`src/rtl/fetch_unit_if.sv`:
```
// fetch_unit_if: instruction-memory req/ack bus and downstream valid/ready instruction bus.
// The master modport is the fetch stage; the slave modport is memory plus the consumer.
interface fetch_unit_if;
    logic        imem_req;
    logic [31:0] imem_addr;
    logic        imem_ack;
    logic [31:0] imem_rdata;
    logic [31:0] instr;
    logic [31:0] instr_pc;
    logic        instr_valid;
    logic        instr_ready;
    modport master (
        output imem_req, imem_addr, instr, instr_pc, instr_valid,
        input  imem_ack, imem_rdata, instr_ready
    );
    modport slave (
        input  imem_req, imem_addr, instr, instr_pc, instr_valid,
        output imem_ack, imem_rdata, instr_ready
    );
endinterface

```
`src/rtl/fetch_unit.sv`:
```
// fetch_unit: instruction fetch stage owning the PC; one req/ack fetch at a time, valid/ready output.
// Define FETCH_ALIGN_CHK_EN for the sticky misaligned-PC trap (ALIGN_ERR and absorbing ERROR state).
module fetch_unit #(
    parameter logic [31:0] RESET_PC = 32'h0000_0000
) (
    input  logic        clk,
    input  logic        rst_n,
    input  logic [31:0] i_next_pc,
    input  logic        i_redirect,
    output logic [31:0] o_pc,
    output logic [31:0] o_pc_plus4,
    output logic        o_align_err,
    fetch_unit_if.master bus
);
`ifdef FETCH_ALIGN_CHK_EN
    typedef enum logic [1:0] {ISSUE, REQ, HOLD, ERROR} state_t;
`else
    typedef enum logic [1:0] {ISSUE, REQ, HOLD} state_t;
`endif
    state_t      r_state, w_state;
    logic [31:0] r_pc, w_pc, r_addr, w_addr, r_instr, w_instr, r_instr_pc, w_instr_pc, w_pc_load;
    logic        r_kill, w_kill, r_req, r_valid, w_load;
    assign o_pc            = r_pc;
    assign o_pc_plus4      = r_pc + 32'd4;
    assign bus.imem_req    = r_req;
    assign bus.imem_addr   = r_addr;
    assign bus.instr       = r_instr;
    assign bus.instr_pc    = r_instr_pc;
    assign bus.instr_valid = r_valid;
`ifdef FETCH_ALIGN_CHK_EN
    logic r_align_err, w_misalign;
    assign w_pc_load   = i_next_pc;
    assign w_misalign  = |i_next_pc[1:0];
    assign o_align_err = r_align_err;
    always_ff @(posedge clk or negedge rst_n) begin
        if (!rst_n) r_align_err <= 1'b0;
        else if (w_load && w_misalign) r_align_err <= 1'b1;
    end
`else
    assign w_pc_load   = i_next_pc & ~32'd3;
    assign o_align_err = 1'b0;
`endif
    // A request already on the bus cannot be cancelled: a redirect arms r_kill and the ack drains it.
    always_comb begin
        w_state    = r_state;
        w_pc       = r_pc;
        w_addr     = r_addr;
        w_kill     = r_kill;
        w_instr    = r_instr;
        w_instr_pc = r_instr_pc;
        w_load     = 1'b0;
        case (r_state)
            ISSUE: begin
                w_addr  = r_pc;
                w_state = REQ;
            end
            REQ: begin
                if (bus.imem_ack) begin
                    w_kill = 1'b0;
                    w_load = i_redirect;
                    if (!r_kill && !i_redirect) begin
                        w_instr    = bus.imem_rdata;
                        w_instr_pc = r_addr;
                        w_state    = HOLD;
                    end else begin
                        w_state = ISSUE;
                    end
                end else if (i_redirect) begin
                    w_load = 1'b1;
                    w_kill = 1'b1;
                end
            end
            HOLD: begin
                if (i_redirect || bus.instr_ready) begin
                    w_load  = 1'b1;
                    w_state = ISSUE;
                end
            end
            default: ;
        endcase
        if (w_load) w_pc = w_pc_load;
`ifdef FETCH_ALIGN_CHK_EN
        if (w_state == ISSUE && (r_align_err || (w_load && w_misalign))) w_state = ERROR;
`endif
    end
    always_ff @(posedge clk or negedge rst_n) begin
        if (!rst_n) begin
            r_state    <= ISSUE;
            r_pc       <= RESET_PC;
            r_addr     <= RESET_PC;
            r_kill     <= 1'b0;
            r_instr    <= 32'd0;
            r_instr_pc <= 32'd0;
            r_req      <= 1'b0;
            r_valid    <= 1'b0;
        end else begin
            r_state    <= w_state;
            r_pc       <= w_pc;
            r_addr     <= w_addr;
            r_kill     <= w_kill;
            r_instr    <= w_instr;
            r_instr_pc <= w_instr_pc;
            r_req      <= w_state == REQ;
            r_valid    <= w_state == HOLD;
        end
    end
endmodule
```
`src/flat_wrapper.sv`:
```
// flat-port wrapper written by rule: the top's interface ports become plain ports
module fetch_unit_flat 
#(
    parameter logic [31:0] RESET_PC = 32'h0000_0000
)
  (clk, rst_n, i_next_pc, i_redirect, o_pc, o_pc_plus4, o_align_err, bus_imem_req, bus_imem_addr, bus_instr, bus_instr_pc, bus_instr_valid, bus_imem_ack, bus_imem_rdata, bus_instr_ready);
  fetch_unit_if bus_i ();
  input  logic clk;
  input  logic rst_n;
  input  logic [31:0] i_next_pc;
  input  logic i_redirect;
  output logic [31:0] o_pc;
  output logic [31:0] o_pc_plus4;
  output logic o_align_err;
  output wire logic [$bits(bus_i.imem_req)-1:0] bus_imem_req;
  output wire logic [$bits(bus_i.imem_addr)-1:0] bus_imem_addr;
  output wire logic [$bits(bus_i.instr)-1:0] bus_instr;
  output wire logic [$bits(bus_i.instr_pc)-1:0] bus_instr_pc;
  output wire logic [$bits(bus_i.instr_valid)-1:0] bus_instr_valid;
  input wire logic [$bits(bus_i.imem_ack)-1:0] bus_imem_ack;
  input wire logic [$bits(bus_i.imem_rdata)-1:0] bus_imem_rdata;
  input wire logic [$bits(bus_i.instr_ready)-1:0] bus_instr_ready;
  assign bus_imem_req = bus_i.imem_req;
  assign bus_imem_addr = bus_i.imem_addr;
  assign bus_instr = bus_i.instr;
  assign bus_instr_pc = bus_i.instr_pc;
  assign bus_instr_valid = bus_i.instr_valid;
  assign bus_i.imem_ack = bus_imem_ack;
  assign bus_i.imem_rdata = bus_imem_rdata;
  assign bus_i.instr_ready = bus_instr_ready;
  fetch_unit #(.RESET_PC(RESET_PC)) u_core (.clk(clk), .rst_n(rst_n), .i_next_pc(i_next_pc), .i_redirect(i_redirect), .o_pc(o_pc), .o_pc_plus4(o_pc_plus4), .o_align_err(o_align_err), .bus(bus_i));
endmodule
```
`config.mk`:
```
export PLATFORM = sky130hd
export DESIGN_NAME = fetch_unit_flat
export DESIGN_NICKNAME = d
export VERILOG_FILES = /design/src/rtl/fetch_unit_if.sv /design/src/rtl/fetch_unit.sv /design/src/flat_wrapper.sv
export SDC_FILE = /design/constraint.sdc
export NUM_CORES = 1
export LEC_CHECK = 0
export ABC_CLOCK_PERIOD_IN_PS = 3300
export BUFFER_PORTS_ARGS = -buffer_cell sky130_fd_sc_hd__buf_4
export CAP_MARGIN = 20
export CORE_ASPECT_RATIO = 1.75
export CORE_MARGIN = 2
export CORE_UTILIZATION = 45
export CTS_CLUSTER_DIAMETER = 80
export DETAILED_ROUTE_END_ITERATION = 10
export GPL_TIMING_DRIVEN = 0
export PLACE_DENSITY = 0.75
export SYNTH_ARGS = -nofsm -noshare
export SYNTH_HDL_FRONTEND = slang
export SYNTH_SLANG_ARGS = --single-unit
```
`constraint.sdc`:
```
create_clock -name clk -period 3.3 [get_ports clk]
set_clock_uncertainty 0.05 [all_clocks]
set_input_delay 0.66 -clock clk [delete_from_list [all_inputs] [get_ports clk]]
set_output_delay 0.66 -clock clk [all_outputs]
set_load 0.02 [all_outputs]
```
; ---- Word-level counts from Yosys, hierarchy flattened
; Index checks and enable logic that the tools add are counted.
; Widths: inputs -> output; s select.
[word_totals]
input_bits = 69
register_bits = 127
[op_classes]
eq_ne = 4
n_mux = 10
n_addsub = 1
n_reduce_logical = 8
[op_table]
columns = op, n
row1 = $add 32x3->32 const B, 1
row2 = $mux 2, 3
row3 = $pmux 2 s3, 1
row4 = $mux 1, 5
row5 = $eq 2x1->1 const B, 2
row6 = $eq 2x2->1 const B, 2
row7 = $reduce_and 3->1, 1
row8 = $logic_not 1->1, 2
row9 = $logic_not 2->1, 1
row10 = $pmux 1 s2, 1
row11 = $reduce_and 2->1, 1
row12 = $reduce_bool 2->1, 1
row13 = $logic_and 1x1->1, 1
row14 = $logic_or 1x1->1, 1

; ---- Longest topological paths before layout
; Gate-level depths: netlist (run 1).
[logic_depth]
depth_word = 6
mapped_depth = 7

; ---- Least setup slack after synthesis (run 1)
; OpenSTA, ideal clock, no wires.
[synth_path]
path_type = register to output
startpoint = register u_core.r_pc[3] (netlist: u_core.o_pc[3])
endpoint = output port o_pc_plus4[26]
t_required_ns = 2.590
arrival_time_ns = 1.681
path_stages_with_launch = 7
path_buffers = 1
setup_slack_ns = 0.909
cell_sequence = dfrtp_1 > ha_1 > nand2_1 > nor3_1 > buf_4 > nand4_1 > xnor2_1
[synth_via]
elab_chain_len = 1
[synth_rtl]
columns = element, line_no
row1 = "start, declared", fetch_unit.sv:21  ; logic [31:0] r_pc, w_pc, r_addr, w_addr, r_instr, w_instr, r_instr_pc, w_instr_pc, w_pc_load;
row2 = "start signal, assigned", fetch_unit.sv:98  ; r_pc <= w_pc;
row3 = $add 32x3->32, fetch_unit.sv:24  ; assign o_pc_plus4 = r_pc + 32'd4;
row4 = "end, declared", flat_wrapper.sv:13  ; output logic [31:0] o_pc_plus4;
; No other way between the ends.

; ---- Worst setup path after layout (run 1)
[layout_path]
startpoint = register u_core.r_pc[4] (netlist: u_core.o_pc[4])
endpoint = output port o_pc_plus4[29]
; The elaborated chain is that of the path after synthesis.

==> results of run 1 <==
per-stage QoR:
stage               area, um2  setup slack (ns)  hold WS (ns)  power (mW)
finish                   7930             0.326         0.202        9.65
global route             7930             0.150         0.256        10.1
CTS                      7930             0.255         0.231        9.74
detailed placement       7310             0.718         0.435        7.74
global placement         7280             0.743         0.423        7.61
floorplan                5460             0.909         0.314        5.61
how the worst max path moves through the flow:
stage,end,slack (ns),from,cells after the start
finish,o_pc_plus4[29],0.33,u_core.o_pc[4]$_DFFE_PN0P_,6
detailed placement,o_pc_plus4[29],0.72,u_core.o_pc[4]$_DFFE_PN0P_,6
CTS,o_pc_plus4[29],0.26,u_core.o_pc[4]$_DFFE_PN0P_,6
floorplan,o_pc_plus4[26],0.91,u_core.o_pc[3]$_DFFE_PN0P_,6
global placement,o_pc_plus4[29],0.74,u_core.o_pc[4]$_DFFE_PN0P_,6
global route,o_pc_plus4[31],0.15,u_core.o_pc[4]$_DFFE_PN0P_,6
area by class of cell:
class,instances,share of cell area
clock inverters,13,0.0238
inverters,6,0.00284
repair buffers,221,0.212
plain buffers,25,0.0234
multi-input cells,224,0.261
flip-flops and latches,127,0.401
well taps,137,0.0216
clock buffers,18,0.0541
routing by layer:
layer	vias to the layer above	share of wire	wire length, um	GRT usage
met5	-	0	0	0
met4	0	0.031	435	0.0977
met3	31	0.052	727	0.0515
met2	140	0.57	7930	0.393
met1	1955	0.34	4780	0.221
li1	1790	-	-	-
cell usage after synthesis (2+ instances only):
library cell	n	area, um2
nand2_1	10	37.5
buf_1	3	11.3
ha_1	5	62.6
nand3_1	8	40.0
nor3_1	3	15.0
and3_1	6	37.5
mux2_2	115	1290
dfrtp_1	127	3180
mux2_1	5	56.3
xor2_1	6	52.6
and3_2	3	22.5
nor2b_1	2	12.5
buf_6	4	45.0
xnor2_1	22	193
and4_1	2	17.5
nor2_1	3	11.3
buf_4	16	120
and2_1	2	12.5
nand4_1	10	62.6
o21ai_0	3	15.0
a21oi_1	2	10.0
a22o_1	2	17.5
inv_1	6	22.5
flip-flops by register name, summed over array words and instances, names as in the netlist:
signal	cells
u_core.bus.imem_addr	30
u_core.bus.imem_req	1
u_core.bus.instr	32
u_core.bus.instr_pc	30
u_core.bus.instr_valid	1
u_core.o_pc	30
u_core.r_kill	1
u_core.r_state	2
cell usage in the layout (no fill, tap or decap), drive strengths merged, types with 5 or more instances in the layout:
master and count:
clkinv 5, inv 8, nand2 10, mux2 120
and3 9, clkbuf 19, buf 245, nand3 9
ha 5, xor2 6, nand4 10, dfrtp 127
conb 9, xnor2 22
cells by family after synthesis:
group                      Yosys count  synth area share
and+or+nand+nor                     53            0.0579
DFF                                127             0.586
adders and majority gates            5            0.0115
other                                1          0.000691
AOI/OAI and AO/OA                    9            0.0118
muxes                              120             0.249
buffers and inverters               31            0.0383
xor gates and xnor gates            28            0.0452
where the power goes:
| group | switching, mW | internal, mW | total [mW] |
|---|---|---|---|
| combinational | 2.33 | 2.27 | 4.60 |
| sequential | 0.707 | 2.36 | 3.07 |
| clock | 0.710 | 1.26 | 1.97 |
| total | 3.75 | 5.90 | 9.65 |
worst reg2reg max path, cell delays in order, from the launching register on:
cell and delay (ns):
dfrtp_1 0.43, inv_1 0.10, ha_1 0.22, nand2_1 0.11, nor3_4 0.44, buf_4 0.31
mux2_2 0.35
==> run_results.csv, run 1 <==
group,metric,value,unit
layout,multiInputGateArea,0.00207,mm2
global_routing,grt_pass1_wl,21100,um
logic_synthesis,async_reset_ff_frac,1.00,
critical_path,cpPeakStageDelay,0.50,ns
logic_synthesis,synth-seq-cells,127,
cts,cts_buffers,17,
critical_path,cp_num_buf_inv,2,
layout,final_net_count,696,
sta,finalSetupTns,0,ns
cts,clk_latency,0.41,ns
critical_path,reg2reg_slack,1.18,ns
placed_design,port_buffers,220,
placed_design,gp_congestion,0.791,
cts,cts_resized,0,
sta,setup_viol,0,
logic_synthesis,ys_seq_area_frac,0.586,
drt,drc_errors,0,
critical_path,r2r_cells,6,
floorplanning,rows,53,
sta,finalMaxSlewViolations,0,
floorplanning,core,0.0119,mm2
critical_path,path_max_fanout,10,
critical_path,crit_type,"register to output pin",
cts,holdBufCountCts,0,
cts,path_clk_slew,0.06,ns
critical_path,r2r-end,"u_core.bus.instr_pc[19]$_DFFE_PN0P_",
sta,maxSlewHeadroom,0.554,
logic_synthesis,synth_ff_type,"dfrtp_1",
layout,antennaDiodeCount,0,
sta,max_freq,336,MHz
logic_synthesis,syn_inst,374,
run,max-cap-violations,0,
placed_design,dpl.cell_count,740,
critical_path,startpoint_type,"register",
critical_path,cp_slowest_cell,"dfrtp_1",
drt,viasPerCell,5.08,
drt,via_count,3916,
drt,drtPass1Iterations,4,
sta,fin_crit_sh,0.901,
global_routing,grt_pass1_vias,4114,
pwr,powerDensity,1220,mW/mm2
global_routing,track_usage,0.213,
outcome,status,"finished, final reports clean",
logic_synthesis,synth_edf_count,0,
layout,seqCellArea,0.00318,mm2
drt,ant_nets,0,
placed_design,hpwlAfterDp,10400,um
layout,final_util,0.668,
pwr,leakagePower,3.79,nW
layout,fin_cells,771,
cts,cts_tree,"yes",
floorplanning,die_y,149,um
critical_path,cp-end-kind,"output pin",
hold_path,hp-class,"primary input to async pin",
cts,root_buffer,"clkbuf_16",
logic_synthesis,synth_warnings,0,
floorplanning,die_w,87.0,um
drt,drt_iter0_drc,96,
critical_path,timing.rr.start,"u_core.r_state[1]$_DFF_PN0_",
cts,clkSinkCount,127,
floorplanning,dieArea,0.0130,mm2
critical_path,arrival,2.26,ns
sta,worstMarginPinSlew,0.669,ns
global_routing,gr-total-overflow,0,
pwr,peakVddDrop,0.679,mV
critical_path,worstPathRequired,2.59,ns
critical_path,cp_top_family,"simple AND/OR/NAND/NOR gates",
floorplanning,ios,232,
sta,hold_viol,0,
layout,nFillCells,882,
logic_synthesis,netlist_area,0.00543,mm2
layout,area_growth,46.1,%
global_routing,antenna_found_initial,0,
global_routing,grt_max_degree,73,
sta,layout_min_cycle_time,2.97,ns
logic_synthesis,syn_area_per_cell,14.5,um2
cts,cts_max_path_buffers,2,
drt,finalWirelength,13900,um
sta,rsz0062_at_grt,"false",
logic_synthesis,synthDistinctLibCells,32,
cts,cts.htree.levels,4,
drt,wl_per_cell,18.0,um
floorplanning,start_util,0.457,
cts,cts_setup_buffers,0,
layout,drive_above_1_share,0.623,
critical_path,crit_chain,"nand3_2 -> nor3_1 -> buf_2 -> nand4_1 -> xnor2_1 -> buf_4",
Power figures use the tool's default switching activity.
==> run 2: changes to the inputs <==
--- a/config.mk
+++ b/config.mk
@@ -11,6 +11,7 @@
 export CORE_ASPECT_RATIO = 1.75
 export CORE_MARGIN = 2
 export CORE_UTILIZATION = 45
+export CTS_BUF_LIST = sky130_fd_sc_hd__clkbuf_4 sky130_fd_sc_hd__clkbuf_8 sky130_fd_sc_hd__clkbuf_16
 export CTS_CLUSTER_DIAMETER = 80
 export DETAILED_ROUTE_END_ITERATION = 10
 export GPL_TIMING_DRIVEN = 0
==> run_results.csv, run 2 (same netlist as run 1, synthesis figures left out) <==
group,metric,value,unit
drt,drt_iter0_drc,95,
layout,final_cell_mix,"235 x buf_4, 127 x dfrtp_1, 115 x mux2_2, 22 x xnor2_1, 17 x clkbuf_16",
layout,drive_above_1_share,0.625,
drt,ant_nets,0,
sta,finalMaxSlewViolations,0,
drt,viasPerCell,5.06,
critical_path,cpPeakStageDelay,0.50,ns
pwr,combPwrFrac,0.477,
pwr,seqPwrFrac,0.318,
pwr,peakVddDrop,0.679,mV
pwr,p_switching,3.75,mW
critical_path,critPathLaunch,"u_core.o_pc[4]$_DFFE_PN0P_",
global_routing,track_usage,0.213,
pwr,p_int,5.91,mW
sta,finalSetupTns,0,ns
layout,multiInputGateArea,0.00207,mm2
cts,cts_max_path_buffers,2,
sta,setup_viol,0,
placed_design,hpwlAfterDp,10400,um
global_routing,grt_pass1_wl,21100,um
floorplanning,die_y,149,um
run,max-cap-violations,0,
floorplanning,dieArea,0.0130,mm2
layout,final_util,0.668,
critical_path,timing.rr.start,"u_core.r_state[1]$_DFF_PN0_",
drt,finalWirelength,13900,um
floorplanning,die_w,87.0,um
sta,worstMarginPinSlew,0.669,ns
pwr,clkPwrFrac,0.205,
layout,largest_register_ffs,32,
layout,antennaDiodeCount,0,
critical_path,path_max_fanout,10,
critical_path,worstPathRequired,2.59,ns
critical_path,crit_type,"register to output pin",
layout,final_net_count,696,
global_routing,gr-total-overflow,0,
cts,cts_buffers,17,
floorplanning,rows,53,
cts,clkSinkCount,127,
sta,hold_viol,0,
pwr,switching_share,0.388,
layout,mostFrequentLayoutCell,"buf_4",
placed_design,gp_congestion,0.791,
drt,via_count,3898,
hold_path,hp-class,"primary input to async pin",
cts,clk_latency,0.41,ns
critical_path,crit_chain,"nand3_2 -> nor3_1 -> buf_2 -> nand4_1 -> xnor2_1 -> buf_4",
cts,holdBufCountCts,0,
critical_path,cp_slowest_cell,"dfrtp_1",
cts,cts.htree.levels,4,
cts,root_buffer,"clkbuf_16",
critical_path,arrival,2.26,ns
critical_path,cp-end-kind,"output pin",
layout,nFillCells,876,
placed_design,pre_cts_slack,0.718,ns
global_routing,grt_max_degree,73,
placed_design,port_buffers,220,
cts,cts_setup_buffers,0,
sta,setup_slack,0.330,ns
critical_path,startpoint_type,"register",
pwr,leakagePower,3.80,nW
global_routing,antenna_found_initial,0,
sta,maxSlewHeadroom,0.554,
sta,rsz0062_at_grt,"false",
drt,drtPass1Iterations,5,
floorplanning,start_util,0.457,
outcome,status,"finished, final reports clean",
sta,layout_min_cycle_time,2.97,ns
global_routing,grt_pass1_vias,4113,
sta,max_freq,337,MHz
cts,cts_tree,"yes",
floorplanning,core,0.0119,mm2
cts,path_clk_slew,0.06,ns
layout,area_growth,46.2,%
drt,wl_per_cell,18.0,um
pwr,powerDensity,1220,mW/mm2
drt,drc_errors,0,
cts,cts_resized,0,
sta,fin_crit_sh,0.900,
layout,seqCellArea,0.00318,mm2
floorplanning,ios,232,
[run 2: cell counts in the layout (fill, tap and decap cells not counted)]
Identical to the previous run, type by type.
[run 2: cell type report]
| cell class | count | share of cell area |
|---|---|---|
| Timing Repair Buffer | 221 | 0.212 |
| Sequential cell | 127 | 0.401 |
| Inverter | 6 | 0.00284 |
| Clock inverter | 13 | 0.0238 |
| Buffer | 25 | 0.0233 |
| Tap cell | 137 | 0.0216 |
| Clock buffer | 18 | 0.0546 |
| Multi-Input combinational cell | 224 | 0.261 |
[run 2: per-layer routing]
metal,up-vias,GRT usage,share of wire
li1,1792,-,-
met1,1941,0.219,0.35
met2,136,0.394,0.57
met3,29,0.0548,0.051
met4,0,0.0953,0.030
met5,-,0,0
[run 2: metrics by stage]
step	hold WS (ns)	power, mW	instance area [um2]	std cells
finish	0.204	9.65	7930	771
global route	0.254	10.1	7930	771
CTS	0.229	9.74	7930	771
detailed placement	0.435	7.74	7310	740
global placement	0.423	7.61	7280	739
floorplan	0.314	5.61	5460	382
[run 2: worst paths after layout]
| check | cells after the start | end | slack (ns) |
|---|---|---|---|
| setup / recovery | 6 | o_pc_plus4[29] | 0.33 |
| hold / removal | 1 | u_core.bus.instr_pc[12]$_DFFE_PN0P_ | 0.20 |
| setup reg to reg | 6 | u_core.bus.instr_pc[19]$_DFFE_PN0P_ | 1.18 |
| hold reg to reg | 1 | u_core.bus.instr[15]$_DFFE_PN0P_ | 0.44 |
| max in group asynchronous | 2 | u_core.bus.instr_pc[29]$_DFFE_PN0P_ | 2.28 |
| min in group clk | 2 | u_core.r_kill$_DFFE_PN0P_ | 0.39 |
[run 2: power groups by stage]
stage          clock network [mW]  logic (mW)  registers, mW
5_1_grt                      2.07        4.85           3.18
4_1_cts                      2.01        4.67           3.07
3_3_place_gp                    0        4.57           3.04
6_report                     1.98        4.60           3.07
2_1_floorplan                   0        1.73           3.88
3_5_place_dp                    0        4.65           3.08
[run 2: critical path, delay by kind of cell, from the launching register on]
kind,cells,cell delay [ns]
flops,1,0.50
buf+inv,2,0.49
xor+xnor,1,0.21
simple gates,3,0.63
==> run 3: changes to the inputs <==
--- a/config.mk
+++ b/config.mk
@@ -5,12 +5,12 @@
 export SDC_FILE = /design/constraint.sdc
 export NUM_CORES = 1
 export LEC_CHECK = 0
-export ABC_CLOCK_PERIOD_IN_PS = 3300
+export ABC_CLOCK_PERIOD_IN_PS = 2600
 export BUFFER_PORTS_ARGS = -buffer_cell sky130_fd_sc_hd__buf_4
 export CAP_MARGIN = 20
 export CORE_ASPECT_RATIO = 1.75
 export CORE_MARGIN = 2
-export CORE_UTILIZATION = 45
+export CORE_UTILIZATION = 43
 export CTS_BUF_LIST = sky130_fd_sc_hd__clkbuf_4 sky130_fd_sc_hd__clkbuf_8 sky130_fd_sc_hd__clkbuf_16
 export CTS_CLUSTER_DIAMETER = 80
 export DETAILED_ROUTE_END_ITERATION = 10
==> constraint.sdc (replaced) <==
create_clock -name clk -period 2.6 [get_ports clk]
set_clock_uncertainty 0.05 [all_clocks]
set_input_delay 0.52 -clock clk [delete_from_list [all_inputs] [get_ports clk]]
set_output_delay 0.52 -clock clk [all_outputs]
set_load 0.02 [all_outputs]
==> run_results.csv, run 3 (same netlist as run 1, synthesis figures left out) <==
group,metric,value,unit
cts,cts_tree,"yes",
critical_path,path_max_fanout,6,
placed_design,gp_congestion,0.796,
pwr,powerDensity,1520,mW/mm2
cts,clkSinkCount,127,
critical_path,worstPathRequired,2.03,ns
pwr,seqPwrFrac,0.308,
layout,drive_above_1_share,0.676,
drt,via_count,4069,
critical_path,critPathLaunch,"u_core.o_pc[6]$_DFFE_PN0P_",
global_routing,grt_pass1_wl,22000,um
hold_path,hp-class,"primary input to async pin",
global_routing,gr-total-overflow,0,
layout,final_util,0.670,
critical_path,cp-end-kind,"output pin",
sta,fin_crit_sh,0.978,
pwr,p_switching,4.89,mW
sta,hold_viol,0,
cts,path_clk_slew,0.06,ns
pwr,combPwrFrac,0.500,
critical_path,startpoint_type,"register",
floorplanning,core,0.0124,mm2
layout,antennaDiodeCount,0,
drt,wl_per_cell,17.7,um
critical_path,reg2reg_slack,0.48,ns
sta,hold_ws,0.0339,ns
drt,ant_nets,0,
global_routing,antenna_found_initial,0,
layout,largest_register_ffs,32,
critical_path,r2r-end,"u_core.bus.instr_pc[18]$_DFFE_PN0P_",
run,max-cap-violations,0,
critical_path,timing.rr.start,"u_core.r_state[1]$_DFF_PN0_",
layout,area_growth,52.6,%
layout,stdcell_area,0.00828,mm2
pwr,leakagePower,3.95,nW
pwr,switching_share,0.388,
placed_design,pre_cts_slack,0.159,ns
global_routing,grt_pass1_vias,4176,
sta,max_freq,393,MHz
pwr,clkPwrFrac,0.192,
critical_path,r2r_cells,6,
sta,finalMaxSlewViolations,0,
cts,cts.htree.levels,4,
cts,cts_max_path_buffers,2,
sta,maxSlewHeadroom,0.566,
layout,final_net_count,723,
floorplanning,start_util,0.439,
drt,drc_errors,0,
placed_design,port_buffers,220,
placed_design,hpwlAfterDp,10300,um
sta,rsz0062_at_grt,"true",
pwr,peakVddDrop,0.791,mV
layout,mostFrequentLayoutCell,"buf_4",
sta,layout_min_cycle_time,2.54,ns
outcome,status,"finished, final reports clean",
floorplanning,die_w,88.9,um
cts,clk_latency,0.40,ns
global_routing,track_usage,0.216,
drt,viasPerCell,4.91,
global_routing,grt_max_degree,69,
floorplanning,dieArea,0.0136,mm2
drt,drtPass1Iterations,4,
sta,setup_viol,0,
layout,final_cell_mix,"259 x buf_4, 115 x mux2_2, 112 x dfrtp_1, 21 x xnor2_1, 17 x clkbuf_16",
drt,finalWirelength,14700,um
placed_design,placed_cell_area,0.00735,mm2
drt,drt_iter0_drc,122,
sta,worstMarginPinSlew,0.651,ns
floorplanning,ios,232,
floorplanning,die_y,153,um
cts,cts_buffers,17,
floorplanning,rows,54,
critical_path,crit_type,"register to output pin",
critical_path,arrival,1.97,ns
cts,root_buffer,"clkbuf_16",
sta,setup_slack,0.0579,ns
pwr,p_int,7.71,mW
[run 3: per-stage QoR]
| step | setup TNS [ns] | total power, mW | std cells |
|---|---|---|---|
| 6_report | 0 | 12.6 | 829 |
| 5_1_grt | -0.138 | 13.2 | 829 |
| 4_1_cts | -0.00581 | 12.5 | 812 |
| 3_5_place_dp | 0 | 9.82 | 771 |
| 3_3_place_gp | 0 | 9.66 | 770 |
| 2_1_floorplan | 0 | 7.11 | 382 |
[run 3: cell type report]
cell class / count / area [um2]
well taps: 168 / 210
fillers: 932 / 4090
flip-flops and latches: 127 / 3200
inverters: 6 / 22.5
multi-input cells: 224 / 2150
plain buffers: 24 / 191
clock buffers: 19 / 447
clock inverters: 12 / 161
repair buffers: 249 / 1900
[run 3: worst max-delay path by stage]
stage	end	slack [ns]	cells after the start
2_1_floorplan	o_pc_plus4[26]	0.35	6
3_3_place_gp	o_pc_plus4[28]	0.20	7
3_5_place_dp	o_pc_plus4[28]	0.16	7
4_1_cts	o_pc_plus4[28]	-0.006	7
5_1_grt	o_pc_plus4[31]	-0.04	7
6_report	o_pc_plus4[16]	0.06	7
[run 3: routing by layer]
| metal | part of all wire | vias to the layer above | track usage |
|---|---|---|---|
| met4 | 0.039 | 0 | 0.0981 |
| met5 | 0 | - | 0 |
| met2 | 0.57 | 153 | 0.397 |
| li1 | - | 1859 | - |
| met1 | 0.33 | 2017 | 0.215 |
| met3 | 0.056 | 40 | 0.0607 |
[run 3: power by group through the flow]
stage,logic [mW],registers (mW),clock network [mW]
after floorplan,2.19,4.92,0
after global placement,5.80,3.85,0
after detailed placement,5.92,3.91,0
after CTS,6.10,3.90,2.46
after global routing,6.65,4.03,2.57
final,6.29,3.88,2.42
[run 3: worst max-delay path, cell delays in order, from the launching register on]
cell and delay [ns]:
dfrtp_2 0.43, nand2_2 0.14, nor3_4 0.32, buf_6 0.18, buf_4 0.12, nand2_1 0.06, xnor2_1 0.15, buf_4 0.17
[run 3: what timing repair did]
action                     CTS  global route
setup endpoints to repair   21            17
hold buffers                 0             0
pin swaps                    6             7
setup buffers                9            17
gates resized for setup     27            10
gates cloned                 2             0
